**config.mk**
```make
export PLATFORM = sky130hd
export DESIGN_NAME = hazard_ctrl
export DESIGN_NICKNAME = d
export VERILOG_FILES = /design/src/rtl/hazard_ctrl_pkg.sv /design/src/rtl/hazard_ctrl_mdu_timer.sv /design/src/rtl/hazard_ctrl.sv
export SDC_FILE = /design/constraint.sdc
export NUM_CORES = 1
export LEC_CHECK = 0
export ABC_AREA = 1
export BUFFER_PORTS_ARGS = -buffer_cell sky130_fd_sc_hd__buf_4
export CAP_MARGIN = 20
export CORE_MARGIN = 3
export CORE_UTILIZATION = 53
export DETAILED_ROUTE_END_ITERATION = 8
export GPL_TIMING_DRIVEN = 0
export PLACE_DENSITY = 0.82
export SYNTH_ARGS = -nofsm -noshare
export SYNTH_HDL_FRONTEND = slang
export SYNTH_SLANG_ARGS = --single-unit
```
**constraint.sdc**
```tcl
create_clock -name clk -period 2.2 [get_ports clk]
set_clock_uncertainty 0.15 [all_clocks]
set_input_delay 0.33 -clock clk [delete_from_list [all_inputs] [get_ports clk]]
set_output_delay 0.33 -clock clk [all_outputs]
set_load 0.005 [all_outputs]
```
**src/rtl/hazard_ctrl_pkg.sv**
```systemverilog
// Shared types for the pipeline hazard sequencer: scalar widths, per-stage
// write-control encoding and the sequencer state set.
package hazard_ctrl_pkg;

  typedef logic [1:0]  u2;
  typedef logic [4:0]  u5;
  typedef logic [63:0] u64;

  typedef u2 stage_ctrl_t;

  localparam stage_ctrl_t CTRL_ADVANCE = 2'b00;
  localparam stage_ctrl_t CTRL_FLUSH   = 2'b01;
  localparam stage_ctrl_t CTRL_HOLD    = 2'b10;

  typedef enum logic [1:0] {
    IDLE  = 2'd0,
    MDU   = 2'd1,
    RPEND = 2'd2
  } hazard_state_t;

  // Write controls for all five stage registers, F first.
  typedef struct packed {
    stage_ctrl_t f;
    stage_ctrl_t d;
    stage_ctrl_t e;
    stage_ctrl_t m;
    stage_ctrl_t w;
  } stage_ctrl_vec_t;

  function automatic stage_ctrl_vec_t ctrl_all(input stage_ctrl_t c);
    stage_ctrl_vec_t v;
    v.f = c;
    v.d = c;
    v.e = c;
    v.m = c;
    v.w = c;
    return v;
  endfunction

endpackage

```
**src/rtl/hazard_ctrl_mdu_timer.sv**
```systemverilog
// Down-counter tracking how long a multi-cycle MDU op still occupies E.
module mdu_timer #(
  parameter int unsigned CNT_W = 5
) (
  input  logic             clk,
  input  logic             reset,
  input  logic             load,
  input  logic [CNT_W-1:0] load_val,
  input  logic             dec_en,
  output logic             cnt_zero
);

  logic [CNT_W-1:0] cnt_q, cnt_d;

  // Load has priority; decrement saturates at zero.
  always_comb begin
    cnt_d = cnt_q;
    if (load) begin
      cnt_d = load_val;
    end else if (dec_en && (cnt_q != '0)) begin
      cnt_d = cnt_q - 1'b1;
    end
  end

  // Counter register, synchronous reset.
  always_ff @(posedge clk) begin
    if (reset) begin
      cnt_q <= '0;
    end else begin
      cnt_q <= cnt_d;
    end
  end

  assign cnt_zero = (cnt_q == '0);

endmodule

```
**src/rtl/hazard_ctrl.sv**
```systemverilog
// Central stall/flush sequencer for the 5-stage pipeline.
// Optional per-rule stall counters are built when STALL_PERF_EN is defined.
module hazard_ctrl
  import hazard_ctrl_pkg::*;
#(
  parameter int unsigned MDU_CYCLES = 32,
  parameter int unsigned PERF_W     = 32
) (
  input  logic        clk,
  input  logic        reset,
  input  logic        i_stall,
  input  logic        d_stall,
  input  u5           ra1D,
  input  u5           ra2D,
  input  u5           dstE,
  input  logic        memreadE,
  input  logic        mdu_startE,
  input  logic        redirectE,
  input  u64          redirect_pcE,
  output stage_ctrl_t FWrite,
  output stage_ctrl_t DWrite,
  output stage_ctrl_t EWrite,
  output stage_ctrl_t MWrite,
  output stage_ctrl_t WWrite,
  output logic        pc_redirect,
  output u64          pc_target,
  output logic        mdu_busy
`ifdef STALL_PERF_EN
  ,
  output logic [PERF_W-1:0] stall_cnt_i,
  output logic [PERF_W-1:0] stall_cnt_d,
  output logic [PERF_W-1:0] stall_cnt_mdu,
  output logic [PERF_W-1:0] stall_cnt_lu
`endif
);

  localparam int unsigned CNT_W = (MDU_CYCLES > 2) ? $clog2(MDU_CYCLES) : 1;

  hazard_state_t   state_q, state_d;
  u64              pend_pc_q, pend_pc_d;
  stage_ctrl_vec_t ctrl;
  logic            cnt_zero, mdu_load, mdu_dec;
  logic            load_use, mdu_hold, redir_ok;

  mdu_timer #(.CNT_W(CNT_W)) u_mdu_timer (
    .clk      (clk),
    .reset    (reset),
    .load     (mdu_load),
    .load_val (CNT_W'(MDU_CYCLES - 1)),
    .dec_en   (mdu_dec),
    .cnt_zero (cnt_zero)
  );

  // Hazard detection, redirect handling, next state and stage controls.
  always_comb begin
    load_use    = memreadE && (dstE != '0) && ((dstE == ra1D) || (dstE == ra2D));
    mdu_hold    = (state_q == MDU) && !cnt_zero;
    // A redirect is only acted on when E is not frozen by rules 1/2;
    // otherwise E re-presents it next cycle.
    redir_ok    = !d_stall && !mdu_hold;
    state_d     = state_q;
    pend_pc_d   = pend_pc_q;
    pc_redirect = 1'b0;
    pc_target   = pend_pc_q;
    mdu_load    = (state_q == IDLE) && mdu_startE;
    mdu_dec     = (state_q == MDU) && !d_stall;
    ctrl        = ctrl_all(CTRL_ADVANCE);

    // MDU expiry waits for d_stall release.
    if ((state_q == MDU) && cnt_zero && !d_stall) begin
      state_d = IDLE;
    end

    if (redir_ok) begin
      if (redirectE) begin
        if (!i_stall) begin
          pc_redirect = 1'b1;
          pc_target   = redirect_pcE;
          state_d     = IDLE;
        end else begin
          pend_pc_d = redirect_pcE;
          state_d   = RPEND;
        end
      end else if ((state_q == RPEND) && !i_stall) begin
        pc_redirect = 1'b1;
        pc_target   = pend_pc_q;
        state_d     = IDLE;
      end
    end

    if (mdu_load) begin
      state_d = MDU;
    end

    if (d_stall) begin
      ctrl   = ctrl_all(CTRL_HOLD);
      ctrl.w = CTRL_FLUSH;
    end else if (mdu_hold) begin
      ctrl   = ctrl_all(CTRL_HOLD);
      ctrl.m = CTRL_FLUSH;
      ctrl.w = CTRL_ADVANCE;
    end else if (load_use) begin
      ctrl.f = CTRL_HOLD;
      ctrl.d = CTRL_HOLD;
      ctrl.e = CTRL_FLUSH;
    end else if (redirectE || (state_q == RPEND)) begin
      ctrl.f = i_stall ? CTRL_HOLD : CTRL_ADVANCE;
      ctrl.d = CTRL_FLUSH;
      ctrl.e = redirectE ? CTRL_FLUSH : CTRL_ADVANCE;
    end else if (i_stall) begin
      ctrl.f = CTRL_HOLD;
      ctrl.d = CTRL_FLUSH;
    end

    // Reset flushes every stage and masks all stale state from the outputs.
    if (reset) begin
      ctrl        = ctrl_all(CTRL_FLUSH);
      pc_redirect = 1'b0;
      pc_target   = '0;
      state_d     = IDLE;
      pend_pc_d   = '0;
      mdu_load    = 1'b0;
    end
  end

  // Sequencer state and latched redirect target.
  always_ff @(posedge clk) begin
    if (reset) begin
      state_q   <= IDLE;
      pend_pc_q <= '0;
    end else begin
      state_q   <= state_d;
      pend_pc_q <= pend_pc_d;
    end
  end

  assign FWrite   = ctrl.f;
  assign DWrite   = ctrl.d;
  assign EWrite   = ctrl.e;
  assign MWrite   = ctrl.m;
  assign WWrite   = ctrl.w;
  assign mdu_busy = !reset && (state_q == MDU);

`ifdef STALL_PERF_EN
  logic [PERF_W-1:0] cnt_i_q, cnt_i_d, cnt_d_q, cnt_d_d;
  logic [PERF_W-1:0] cnt_m_q, cnt_m_d, cnt_l_q, cnt_l_d;

  // One counter steps per cycle, chosen by the winning stall rule.
  always_comb begin
    cnt_i_d = cnt_i_q;
    cnt_d_d = cnt_d_q;
    cnt_m_d = cnt_m_q;
    cnt_l_d = cnt_l_q;
    if (d_stall) begin
      cnt_d_d = cnt_d_q + 1'b1;
    end else if (mdu_hold) begin
      cnt_m_d = cnt_m_q + 1'b1;
    end else if (load_use) begin
      cnt_l_d = cnt_l_q + 1'b1;
    end else if (!(redirectE || (state_q == RPEND)) && i_stall) begin
      cnt_i_d = cnt_i_q + 1'b1;
    end
  end

  // Stall counter registers, wrapping naturally.
  always_ff @(posedge clk) begin
    if (reset) begin
      cnt_i_q <= '0;
      cnt_d_q <= '0;
      cnt_m_q <= '0;
      cnt_l_q <= '0;
    end else begin
      cnt_i_q <= cnt_i_d;
      cnt_d_q <= cnt_d_d;
      cnt_m_q <= cnt_m_d;
      cnt_l_q <= cnt_l_d;
    end
  end

  assign stall_cnt_i   = cnt_i_q;
  assign stall_cnt_d   = cnt_d_q;
  assign stall_cnt_mdu = cnt_m_q;
  assign stall_cnt_lu  = cnt_l_q;
`endif

endmodule

```
==> results of run 1 <==
-- worst max-delay path, cell delays in order (launching register included) --
cell	delay, ns
dfxtp_2	0.33
inv_2	0.08
ha_4	0.15
nand3_4	0.09
nand2_4	0.09
nand2_8	0.08
clkinv_8	0.08
buf_8	0.12
buf_6	0.12
nand2_1	0.09
a21oi_2	0.14
buf_4	0.13
-- worst max path at each step --
stage                                to  slack, ns
after global placement    pc_target[15]      -0.08
after detailed placement  pc_target[25]      -0.06
after CTS                 pc_target[25]      -0.12
after global routing      pc_target[31]      -0.23
after floorplan           pc_target[13]       0.34
final                     pc_target[31]      -0.13
-- Yosys cell counts, drive strengths merged --
cell type	count	area [um^2]
a21oi	135	871
a31oi	2	12.5
buf	46	298
clkbuf	27	101
clkinv	1	3.75
conb	1	3.75
dfxtp	71	1420
ha	2	25.0
inv	154	578
mux2	1	11.3
nand2	295	1110
nand3	10	55.1
nand4	1	6.26
nor2	19	81.3
nor3	1	5.00
nor4	1	6.26
o21ai	198	991
or2	1	6.26
xnor2	2	17.5
xor2	1	8.76
-- state kept, by name, summed over array words and instances, names as in the netlist --
register           count
u_mdu_timer.cnt_q      5
state_q                2
pend_pc_q             64
-- power breakdown --
group	switching (mW)	internal, mW	total [mW]
Sequential	0.0875	1.37	1.46
Combinational	0.806	0.685	1.49
Clock	0.515	0.579	1.09
Total	1.41	2.64	4.05
-- cell families (layout without fill, tap and decap cells) --
kind of cell    Yosys count  after routing
xor+xnor                  3              3
flops                    71             71
fa+ha+maj                 2              2
other cells               1              1
buf+inv                 228            424
mux                       1              1
simple gates            328            328
compound gates          335            335
-- per-stage QoR --
step / TNS [ns] / hold slack, ns / total power, mW / cells
after global placement: -1.49 / 0.322 / 2.57 / 1261
after global routing: -9.95 / 0.0669 / 4.24 / 1298
after detailed placement: -1.04 / 0.328 / 2.59 / 1261
final: -5.79 / 0.0652 / 4.05 / 1298
after floorplan: 0 / 0.311 / 2.16 / 969
after CTS: -5.96 / 0.0625 / 3.89 / 1294
-- layout make-up --
cell class	instances	area share
Timing Repair Buffer	181	0.184
Sequential cell	71	0.177
Buffer	73	0.0652
Clock buffer	12	0.0193
Multi-Input combinational cell	670	0.454
Clock inverter	3	0.00530
Tap cell	133	0.0207
Inverter	155	0.0740
-- repair_timing --
action	in CTS	in global routing
cloned	8	1
resized for setup	122	74
setup buffers	11	4
endpoints found under the setup margin	70	70
pin swaps	15	28
-- per-layer routing --
metal	wire length, um	up-vias	GRT usage	share of wire
met5	0	-	0	0
met4	517	0	0.109	0.027
met3	1440	51	0.0580	0.075
met2	9310	321	0.501	0.49
met1	7920	3186	0.396	0.41
li1	-	3447	-	-
-- layout by cell type, fill, tap and decap left out, types with 8 or more instances in the layout --
| master | count |
|---|---|
| clkbuf_1 | 22 |
| dfxtp_1 | 69 |
| buf_8 | 11 |
| nand2_1 | 254 |
| buf_6 | 20 |
| inv_1 | 150 |
| o21ai_1 | 79 |
| nand2_4 | 8 |
| a21oi_1 | 21 |
| buf_2 | 12 |
| a21oi_2 | 114 |
| buf_4 | 175 |
| clkbuf_8 | 11 |
| o21ai_0 | 119 |
| nor2_1 | 15 |
| nand2_2 | 32 |
==> impl_metrics.yaml, run 1 <==
sta:
  fin_crit_sh: 1.06
  hold_viol_final: 0
  rsz0062_at_grt: "yes"
  finalSetupViolCount: 69
  tightestPinTransition_ns: 0.714
  max_freq_ghz: 0.429
  slew_headroom: 0.524
  period_needed_ns: 2.33
  finalMaxSlewViolations: 0
  setup_ws_ns: -0.132
floorplan:
  die_h_um: 109
  die_width_um: 109
  num_rows: 36
  core_area_um2: 10000
  die_area_um2: 11900
  start_util: 0.559
  ios: 162
min_path:
  worstHoldPathType: "in2reg"
  hold_path_startpoint: "redirect_pcE[16]"
  whs_path_depth: 3
  hold_end: "pend_pc_q[16]"
worst_setup_path:
  cp-end-kind: "output port"
  cp_max_fo: 5
  r2r-end: "pend_pc_q[6]"
  worst_ep_arrival_time_ns: 1.85
  worstSetupPathType: "reg2out"
  r2r_cells: 10
  required_ns: 1.72
  rrSetupSlack_ns: 0.30
  reg2reg_from: "u_mdu_timer.cnt_q[0]"
  cp-startpoint: "u_mdu_timer.cnt_q[0]"
  startpoint_type: "flop"
synth:
  syn_inst: 969
  syn-cell-area_um2: 5610
  avgSynthCellArea_um2: 5.79
  synth-xor-area-share: 0.00468
  muxShareOfSynthArea: 0.00201
  syn_nets: 1057
  synth_top_family_by_area: "compound AO/OA/AOI/OAI gates"
  synth-simple-area-share: 0.226
  ys_seq_area_frac: 0.253
  synth_cell_types: 30
  yosys_register_bits: 71
  synth_adder_area_share: 0.00446
  synth-compound-area-share: 0.334
  yosys_warnings: 0
detailed_routing:
  vias: 7005
  drt-total-wl_um: 19200
  wl_per_cell_um: 14.8
  viasPerCell: 5.40
  final_antenna_net_count: 0
  drc_errors: 0
  drtIter0Drc: 537
  dr.pass1.iters: 5
global_route:
  grt_max_degree: 12
  antenna_found_initial: 0
  track_usage: 0.304
  grt_pass1_vias: 6176
  grt_pass1_wl_um: 29300
  grt_overflow_total: 0
layout:
  final_cell_area_um2: 8030
  drive_gt1_frac: 0.355
  syn_to_final_growth_pct: 43.0
  regArea_um2: 1420
  diodes: 0
  multi_input_area_um2: 3650
  fillCellCount: 773
  fin_nets: 1249
  final_core_util: 0.799
status:
  violations: "negative setup slack"
  status: "finished, violations left"
power:
  p_leak_nw: 3.47
  ir_drop_mv: 0.302
  powerDensity_nw_per_um2: 504
clocking:
  clock_path_buffers: 2
  cts_hold_repair.buffers: 0
  cts_tree: "done"
  clkTransAtPathRegs_ns: 0.08
  htree_levels: 3
  cts.sinks: 71
  cts_root_buf: "clkbuf_8"
  cts_made_buffers: 9
  clock_latency_ns: 0.35
placement:
  place_ws_ns: -0.0559
  dp_hpwl_um: 12200
  post_dp_cell_area_um2: 6970
  place.gp.congestion: 0.870
  io_buffers: 159
job:
  cap_viol_max_count: 0
Note: power is estimated with default switching activity, not from simulation.
==> inputs of run 2 (changes only) <==
--- a/config.mk
+++ b/config.mk
@@ -9,10 +9,11 @@
 export BUFFER_PORTS_ARGS = -buffer_cell sky130_fd_sc_hd__buf_4
 export CAP_MARGIN = 20
 export CORE_MARGIN = 3
-export CORE_UTILIZATION = 53
+export CORE_UTILIZATION = 55
+export CTS_BUF_LIST = sky130_fd_sc_hd__clkbuf_2
 export DETAILED_ROUTE_END_ITERATION = 8
 export GPL_TIMING_DRIVEN = 0
-export PLACE_DENSITY = 0.82
+export PLACE_DENSITY = 0.85
 export SYNTH_ARGS = -nofsm -noshare
 export SYNTH_HDL_FRONTEND = slang
 export SYNTH_SLANG_ARGS = --single-unit
==> run 2 against run 1 <==
Effect of this change:
- highest routed layer unchanged
- die area shrank 3.4%
- largest cell class unchanged
- sequential cell count did not move
- the run still ends with negative setup slack left
- largest power group unchanged
- clock-buffer cell count shrank 3
- fmax decreased by 11%
- critical path type unchanged
- worst hold slack worse by 0.012 ns
==> impl_metrics.yaml, run 2 (synthesized netlist as in run 1, its figures left out) <==
status:
  status: "finished, violations left"
  violations: "negative setup slack"
global_route:
  grt_overflow_total: 0
  track_usage: 0.327
  antenna_found_initial: 0
  grt_pass1_vias: 6661
  grt_max_degree: 14
  grt_pass1_wl_um: 31100
worst_setup_path:
  slowest_stage: "dfxtp_1"
  crit_path_max_incr_delay_ns: 0.39
  crit_chain: "nor2_2 -> nand3_4 -> nand2_4 -> nand2_8 -> buf_4 -> buf_16 -> buf_4 -> nand2_1 -> a21oi_1 -> buf_4"
  reg2reg_from: "u_mdu_timer.cnt_q[2]"
  worst_ep_arrival_time_ns: 2.13
  worstSetupPathType: "reg2out"
  cp_num_buf_inv: 4
  cp_max_fo: 5
  cp-end-kind: "output port"
  rrSetupSlack_ns: 0.14
  r2r-end: "pend_pc_q[52]"
  crit_family: "buffers and inverters"
  required_ns: 1.72
  crit_path_frequent_cell: "buf_4"
  r2r_cells: 10
  startpoint_type: "flop"
power:
  switching_share: 0.381
  p_int_mw: 2.34
  clkPwrFrac: 0.212
  p_leak_nw: 3.59
  ir_drop_mv: 0.316
  combinationalPowerShare: 0.400
  seq_power_share: 0.389
  powerDensity_nw_per_um2: 451
  p_switching_mw: 1.44
  finalPower_mw: 3.78
detailed_routing:
  viasPerCell: 5.49
  dr.pass1.iters: 5
  wl_per_cell_um: 14.9
  final_antenna_net_count: 0
  drc_errors: 0
  vias: 7453
  drt-total-wl_um: 20300
  drtIter0Drc: 631
sta:
  hold_viol_final: 0
  setup_ws_ns: -0.410
  finalSetupViolCount: 73
  fin_crit_sh: 1.19
  tightestPinTransition_ns: 0.866
  finalMaxSlewViolations: 0
  slew_headroom: 0.423
  fin_hold_ws_ns: 0.0534
  period_needed_ns: 2.61
  rsz0062_at_grt: "yes"
  max_freq_ghz: 0.383
min_path:
  hold_path_startpoint: "mdu_startE"
  hold_end: "state_q[1]"
  worstHoldPathType: "in2reg"
  whs_path_depth: 4
clocking:
  cts_tree: "done"
  cts_made_buffers: 9
  htree_levels: 3
  clock_latency_ns: 0.54
  cts_root_buf: "clkbuf_2"
  cts.sinks: 71
  clkTransAtPathRegs_ns: 0.22
  clock_path_buffers: 2
floorplan:
  num_rows: 36
  core_area_um2: 9860
  ios: 162
  die_width_um: 107
  die_h_um: 107
  die_area_um2: 11500
  start_util: 0.569
placement:
  place_ws_ns: -0.0576
  io_buffers: 159
  dp_hpwl_um: 11800
  post_dp_cell_area_um2: 6970
  place.gp.congestion: 0.859
layout:
  multi_input_area_um2: 3540
  drive_gt1_frac: 0.300
  fin_nets: 1308
  fillCellCount: 621
  final_core_util: 0.849
  diodes: 0
  layout_common_cells: "nand2_1 (277), buf_4 (181), inv_1 (150)"
  syn_to_final_growth_pct: 49.2
  layout_commonest_cell: "nand2_1"
  final_cell_area_um2: 8380
  regArea_um2: 1420
  regMostFlops: "pend_pc_q"
  largest_registers: "pend_pc_q x64, u_mdu_timer.cnt_q x5, state_q x2"
  largest_reg_flops: 64
job:
  cap_viol_max_count: 0
run 2: metal layers:
| layer | vias up | part of all wire | GRT usage |
|---|---|---|---|
| li1 | 3558 | - | - |
| met1 | 3359 | 0.40 | 0.426 |
| met2 | 459 | 0.49 | 0.548 |
| met3 | 77 | 0.086 | 0.0421 |
| met4 | 0 | 0.031 | 0.129 |
| met5 | - | 0 | 0 |
run 2: worst max-delay path by stage:
stage	depth (start not counted)	to	startpoint
2_1_floorplan	9	pc_target[13]	u_mdu_timer.cnt_q[0]
3_3_place_gp	10	pc_target[19]	u_mdu_timer.cnt_q[0]
3_5_place_dp	10	pc_target[21]	u_mdu_timer.cnt_q[0]
4_1_cts	10	pc_redirect	u_mdu_timer.cnt_q[1]
5_1_grt	10	pc_target[39]	u_mdu_timer.cnt_q[0]
6_report	10	pc_target[0]	u_mdu_timer.cnt_q[2]
run 2: worst reg2reg max path, cell delays in order, from the launching register on:
cell,delay [ns]
dfxtp_1,0.39
nor2_2,0.21
nand3_4,0.12
nand2_4,0.10
nand2_8,0.08
buf_4,0.15
buf_4,0.14
nor2_4,0.08
buf_2,0.23
buf_4,0.26
a21oi_2,0.08
run 2: what timing repair did:
item | CTS | global route
endpoints found under the hold margin | 64 | 0
cloned | 4 | 0
hold buffers | 64 | 0
setup buffers | 8 | 5
setup endpoints to repair | 71 | 71
gates resized for setup | 78 | 53
pin swaps | 11 | 16
run 2: stage by stage:
stage	setup TNS, ns	std cells
4_1_cts	-21.20	1353
3_3_place_gp	-0.979	1261
5_1_grt	-26.43	1358
3_5_place_dp	-0.899	1261
6_report	-23.33	1358
2_1_floorplan	0	969
run 2: power by group through the flow:
stage / logic (mW) / registers [mW] / clock network (mW)
2_1_floorplan: 0.695 / 1.46 / 0
3_3_place_gp: 1.09 / 1.48 / 0
3_5_place_dp: 1.10 / 1.48 / 0
4_1_cts: 1.37 / 1.46 / 0.783
5_1_grt: 1.63 / 1.48 / 0.828
6_report: 1.51 / 1.47 / 0.800
run 2: cell type report:
class	instances	share of cell area
Buffer	73	0.0593
Clock buffer	9	0.00538
Clock inverter	7	0.00881
Inverter	155	0.0710
Multi-Input combinational cell	670	0.422
Sequential cell	71	0.170
Tap cell	133	0.0199
Timing Repair Buffer	240	0.243
==> inputs of run 3 (changes only) <==
--- a/config.mk
+++ b/config.mk
@@ -9,11 +9,13 @@
 export BUFFER_PORTS_ARGS = -buffer_cell sky130_fd_sc_hd__buf_4
 export CAP_MARGIN = 20
 export CORE_MARGIN = 3
-export CORE_UTILIZATION = 55
+export CORE_UTILIZATION = 50
 export CTS_BUF_LIST = sky130_fd_sc_hd__clkbuf_2
 export DETAILED_ROUTE_END_ITERATION = 8
 export GPL_TIMING_DRIVEN = 0
-export PLACE_DENSITY = 0.85
+export MAX_ROUTING_LAYER = met4
+export PLACE_DENSITY = 0.84
 export SYNTH_ARGS = -nofsm -noshare
 export SYNTH_HDL_FRONTEND = slang
+export SYNTH_HIERARCHICAL = 1
 export SYNTH_SLANG_ARGS = --single-unit
==> run 3 against run 2 <==
Effect of this change:
- the flow now stops in global routing (5_1_grt)
- synthesized area shrank 31%
- synthesized cell count is 40% lower
==> impl_metrics.yaml, run 3 <==
status:
  status: "aborted with a tool error"
  stop_stage: "global routing (5_1_grt)"
  tool.error: "[ERROR GRT-0232] Routing congestion too high. Check the congestion heatmap in the GUI."
synth:
  avgSynthCellArea_um2: 6.73
  yosys_register_bits: 71
  syn_inst: 579
  synth_flop_cell: "dfxtp_1"
  yosys_warnings: 6
  ys_seq_area_frac: 0.365
  synth_cell_types: 27
  yosys-top-cells-count: "a21oi_1 (133), o21ai_1 (99), inv_1 (92), dfxtp_1 (71), nand2_1 (40)"
  synthTopCellsByArea: "dfxtp_1 (36%), a21oi_1 (17%), o21ai_1 (13%)"
  async_reset_ff_frac: 0
  syn-cell-area_um2: 3900
  synth_edf_count: 0
  yosysMostFrequentCell: "a21oi_1"
  synth_top_area_cell: "dfxtp_1"
  yosysTopAreaCellShare: 0.365
global_route:
  grt_overflow_total: 2
  track_usage: 0.658
  grt_max_degree: 14
  antenna_found_initial: 1
clocking:
  cts_root_buf: "clkbuf_2"
  cts.sinks: 71
  clock_path_buffers: 2
  cts_made_buffers: 9
  htree_levels: 3
floorplan:
  num_rows: 31
  die_h_um: 94.3
  start_util: 0.526
  ios: 162
  die_width_um: 94.3
placement:
  dp_hpwl_um: 8760
  place.gp.congestion: 0.854
  io_buffers: 160
  post_dp_cell_area_um2: 5240
sta:
  grt-worst-endpoint: "pc_target[16]"
  worst-ep-kind: "primary output"
==> run 3: changes by cell type after synthesis, moves of 7 or more <==
| cell | delta |
|---|---|
| clkbuf_1 | -15 |
| inv_1 | -60 |
| buf_2 | -7 |
| nand2_1 | -254 |
| a21oi_1 | +50 |
| nor2_1 | +12 |
| a21oi_2 | -52 |
| o21ai_1 | +20 |
| o21ai_0 | -86 |
==> run 3: stage by stage <==
step,utilization,hold slack [ns],instances,setup TNS (ns),worst slack [ns]
4_1_cts,0.886,0.0537,938,-37.04,-0.581
2_1_floorplan,-,0.280,583,0,0.0923
3_3_place_gp,0.707,0.290,842,-11.54,-0.231
3_5_place_dp,0.707,0.294,842,-13.84,-0.283
==> run 3: timing repair <==
| item | 4_1_cts |
|---|---|
| pin swaps | 6 |
| gates resized for setup | 118 |
| gates cloned | 2 |
| hold buffers | 68 |
| setup buffers | 10 |
| endpoints found under the setup margin | 71 |
| hold endpoints to repair | 71 |
==> run 3: cell families after synthesis <==
logic type      synth area share
compound gates             0.348
buf+inv                    0.171
simple gates               0.106
flops                      0.365
xor+xnor                 0.00450
other cells              0.00193
fa+ha+maj                0.00321
==> run 3: per-layer routing <==
metal  global-route usage  overflow
met2                0.868         0
met3                0.398         0
met1                0.643         0
met4                0.652         2
met5                    -         -
==> inputs of run 4 (changes only) <==
--- a/config.mk
+++ b/config.mk
@@ -9,12 +9,10 @@
 export BUFFER_PORTS_ARGS = -buffer_cell sky130_fd_sc_hd__buf_4
 export CAP_MARGIN = 20
 export CORE_MARGIN = 3
-export CORE_UTILIZATION = 50
-export CTS_BUF_LIST = sky130_fd_sc_hd__clkbuf_2
+export CORE_UTILIZATION = 40
 export DETAILED_ROUTE_END_ITERATION = 8
 export GPL_TIMING_DRIVEN = 0
-export MAX_ROUTING_LAYER = met4
-export PLACE_DENSITY = 0.84
+export PLACE_DENSITY_LB_ADDON = 0.15
 export SYNTH_ARGS = -nofsm -noshare
 export SYNTH_HDL_FRONTEND = slang
 export SYNTH_HIERARCHICAL = 1
==> run 4 against run 3 <==
Effect of this change:
- the flow now finishes, with violations (negative setup slack)
- synthesized area is the same
- synthesized cell count is the same
==> impl_metrics.yaml, run 4 <==
layout:
  diodes: 0
  drive_gt1_frac: 0.470
  regMostFlops: "pend_pc_q"
  final_core_util: 0.694
  final_cell_area_um2: 6510
  regArea_um2: 1420
  fin_nets: 860
  largest_registers: "pend_pc_q x64, u_mdu_timer/cnt_q x5, state_q x2"
  layout_common_cells: "buf_4 (179), inv_1 (88), a21oi_1 (79)"
  fin_cells: 907
  syn_to_final_growth_pct: 67.0
  multi_input_area_um2: 2470
  layout_commonest_cell: "buf_4"
  largest_reg_flops: 64
  fillCellCount: 796
sta:
  hold_viol_final: 0
  max_freq_ghz: 0.394
  fin_crit_sh: 1.15
  finalMaxSlewViolations: 0
  rsz0062_at_grt: "yes"
  setup_ws_ns: -0.337
  finalSetupViolCount: 68
  period_needed_ns: 2.54
  fin_hold_ws_ns: 0.109
  tns_ns: -19.21
synth:
  synthTopCellsByArea: "dfxtp_1 (36%), a21oi_1 (17%), o21ai_1 (13%)"
  yosys_register_bits: 71
  avgSynthCellArea_um2: 6.73
  synth_edf_count: 0
  synth_flop_cell: "dfxtp_1"
  yosys-top-cells-count: "a21oi_1 (133), o21ai_1 (99), inv_1 (92), dfxtp_1 (71), nand2_1 (40)"
  syn_inst: 579
  synth_top_area_cell: "dfxtp_1"
  yosysMostFrequentCell: "a21oi_1"
  synth_cell_types: 27
  yosys_warnings: 6
  async_reset_ff_frac: 0
  yosysTopAreaCellShare: 0.365
  ys_seq_area_frac: 0.365
  syn-cell-area_um2: 3900
global_route:
  track_usage: 0.222
  grt_overflow_total: 0
  grt_pass1_wl_um: 20400
  grt_max_degree: 13
  antenna_found_initial: 0
  grt_pass1_vias: 4345
placement:
  place_ws_ns: -0.315
  place.gp.congestion: 0.835
  post_dp_cell_area_um2: 5270
  io_buffers: 160
  dp_hpwl_um: 8890
  dpl.cell_count: 872
clocking:
  cts.sinks: 71
  htree_levels: 3
  clock_latency_ns: 0.34
  cts_hold_repair.buffers: 0
  cts_made_buffers: 9
  clock_path_buffers: 2
  cts_root_buf: "clkbuf_8"
  cts_tree: "done"
  clkTransAtPathRegs_ns: 0.08
power:
  p_leak_nw: 2.80
  powerDensity_nw_per_um2: 565
  ir_drop_mv: 0.342
  finalPower_mw: 3.68
worst_setup_path:
  r2r_cells: 16
  cp-startpoint: "u_mdu_timer/cnt_q[0]"
  crit_chain: "inv_4 -> ha_4 -> nand3_4 -> inv_2 -> inv_2 -> nand2_2 -> nand2_4 -> nor2_4 -> nand2_4 -> buf_12 -> buf_12 -> o21ai_4 -> a21oi_2 -> buf_4"
  reg2reg_from: "u_mdu_timer/cnt_q[0]"
  cp-end-kind: "output port"
  worst_ep_arrival_time_ns: 2.06
  worstSetupPathType: "reg2out"
  worst-path-stages: 14
  slowest_stage: "dfxtp_2"
  cp_num_buf_inv: 6
  crit_family: "buffers and inverters"
  crit_path_max_incr_delay_ns: 0.34
  required_ns: 1.72
  startpoint_type: "flop"
  cp_max_fo: 10
floorplan:
  die_h_um: 105
  num_rows: 35
  core_area_um2: 9370
  die_width_um: 105
  die_area_um2: 11000
  start_util: 0.416
  ios: 162
status:
  status: "finished, violations left"
  violations: "negative setup slack"
detailed_routing:
  drt-total-wl_um: 13300
  final_antenna_net_count: 0
  dr.pass1.iters: 4
  viasPerCell: 5.09
  drtIter0Drc: 164
  drc_errors: 0
  vias: 4621
  wl_per_cell_um: 14.7
min_path:
  whs_path_depth: 3
  hold_path_startpoint: "redirect_pcE[1]"
  worstHoldPathType: "in2reg"
job:
  cap_viol_max_count: 0
## run 4: final cells by class
cell class                 count  share of cell area
multi-input combinational    371               0.379
timing repair buffer         179               0.220
sequential                    71               0.219
buffer                        46              0.0686
inverter                      95              0.0560
tap                          129              0.0248
clock buffer                  10              0.0196
clock inverter                 6              0.0131
## run 4: logic make-up (layout without fill, tap and decap cells)
group | Yosys count | after routing | synth area share
AO/OA/AOI/OAI | 269 | 269 | 0.348
flip-flops | 71 | 71 | 0.365
other | 2 | 6 | 0.00193
buffers and inverters | 141 | 336 | 0.171
XOR/XNOR | 2 | 2 | 0.00450
AND/OR/NAND/NOR | 93 | 93 | 0.106
adder cells (fa/ha/maj) | 1 | 1 | 0.00321
## run 4: worst min-delay path, stage by stage
cell     delay, ns
buf_4         0.08
o21ai_1       0.06
a21oi_1       0.10
## run 4: per-layer routing
| layer | vias to the layer above | GRT usage | part of all wire |
|---|---|---|---|
| met4 | 0 | 0.0731 | 0.015 |
| met3 | 17 | 0.0432 | 0.055 |
| met5 | - | 0 | 0 |
| li1 | 2302 | - | - |
| met1 | 2172 | 0.286 | 0.42 |
| met2 | 130 | 0.374 | 0.51 |
## run 4: repair_timing
| item | in CTS | in global routing |
|---|---|---|
| setup endpoints to repair | 70 | 69 |
| gates cloned | 2 | 2 |
| pin swaps | 7 | 12 |
| gates resized for setup | 118 | 103 |
| buffers inserted | 8 | 7 |
## run 4: path summary, 6_finish.rpt
check / to / slack [ns]
hold reg to reg: pend_pc_q[46] / 0.30
hold / removal: pend_pc_q[1] / 0.11
setup / recovery: pc_target[50] / -0.34
setup reg to reg: pend_pc_q[59] / 0.06
## run 4: power by group
part           switching, mW  total, mW  internal, mW
Clock                  0.507       1.14         0.635
Combinational          0.588       1.13         0.546
Sequential            0.0286       1.40          1.37
Total                   1.12       3.68          2.55
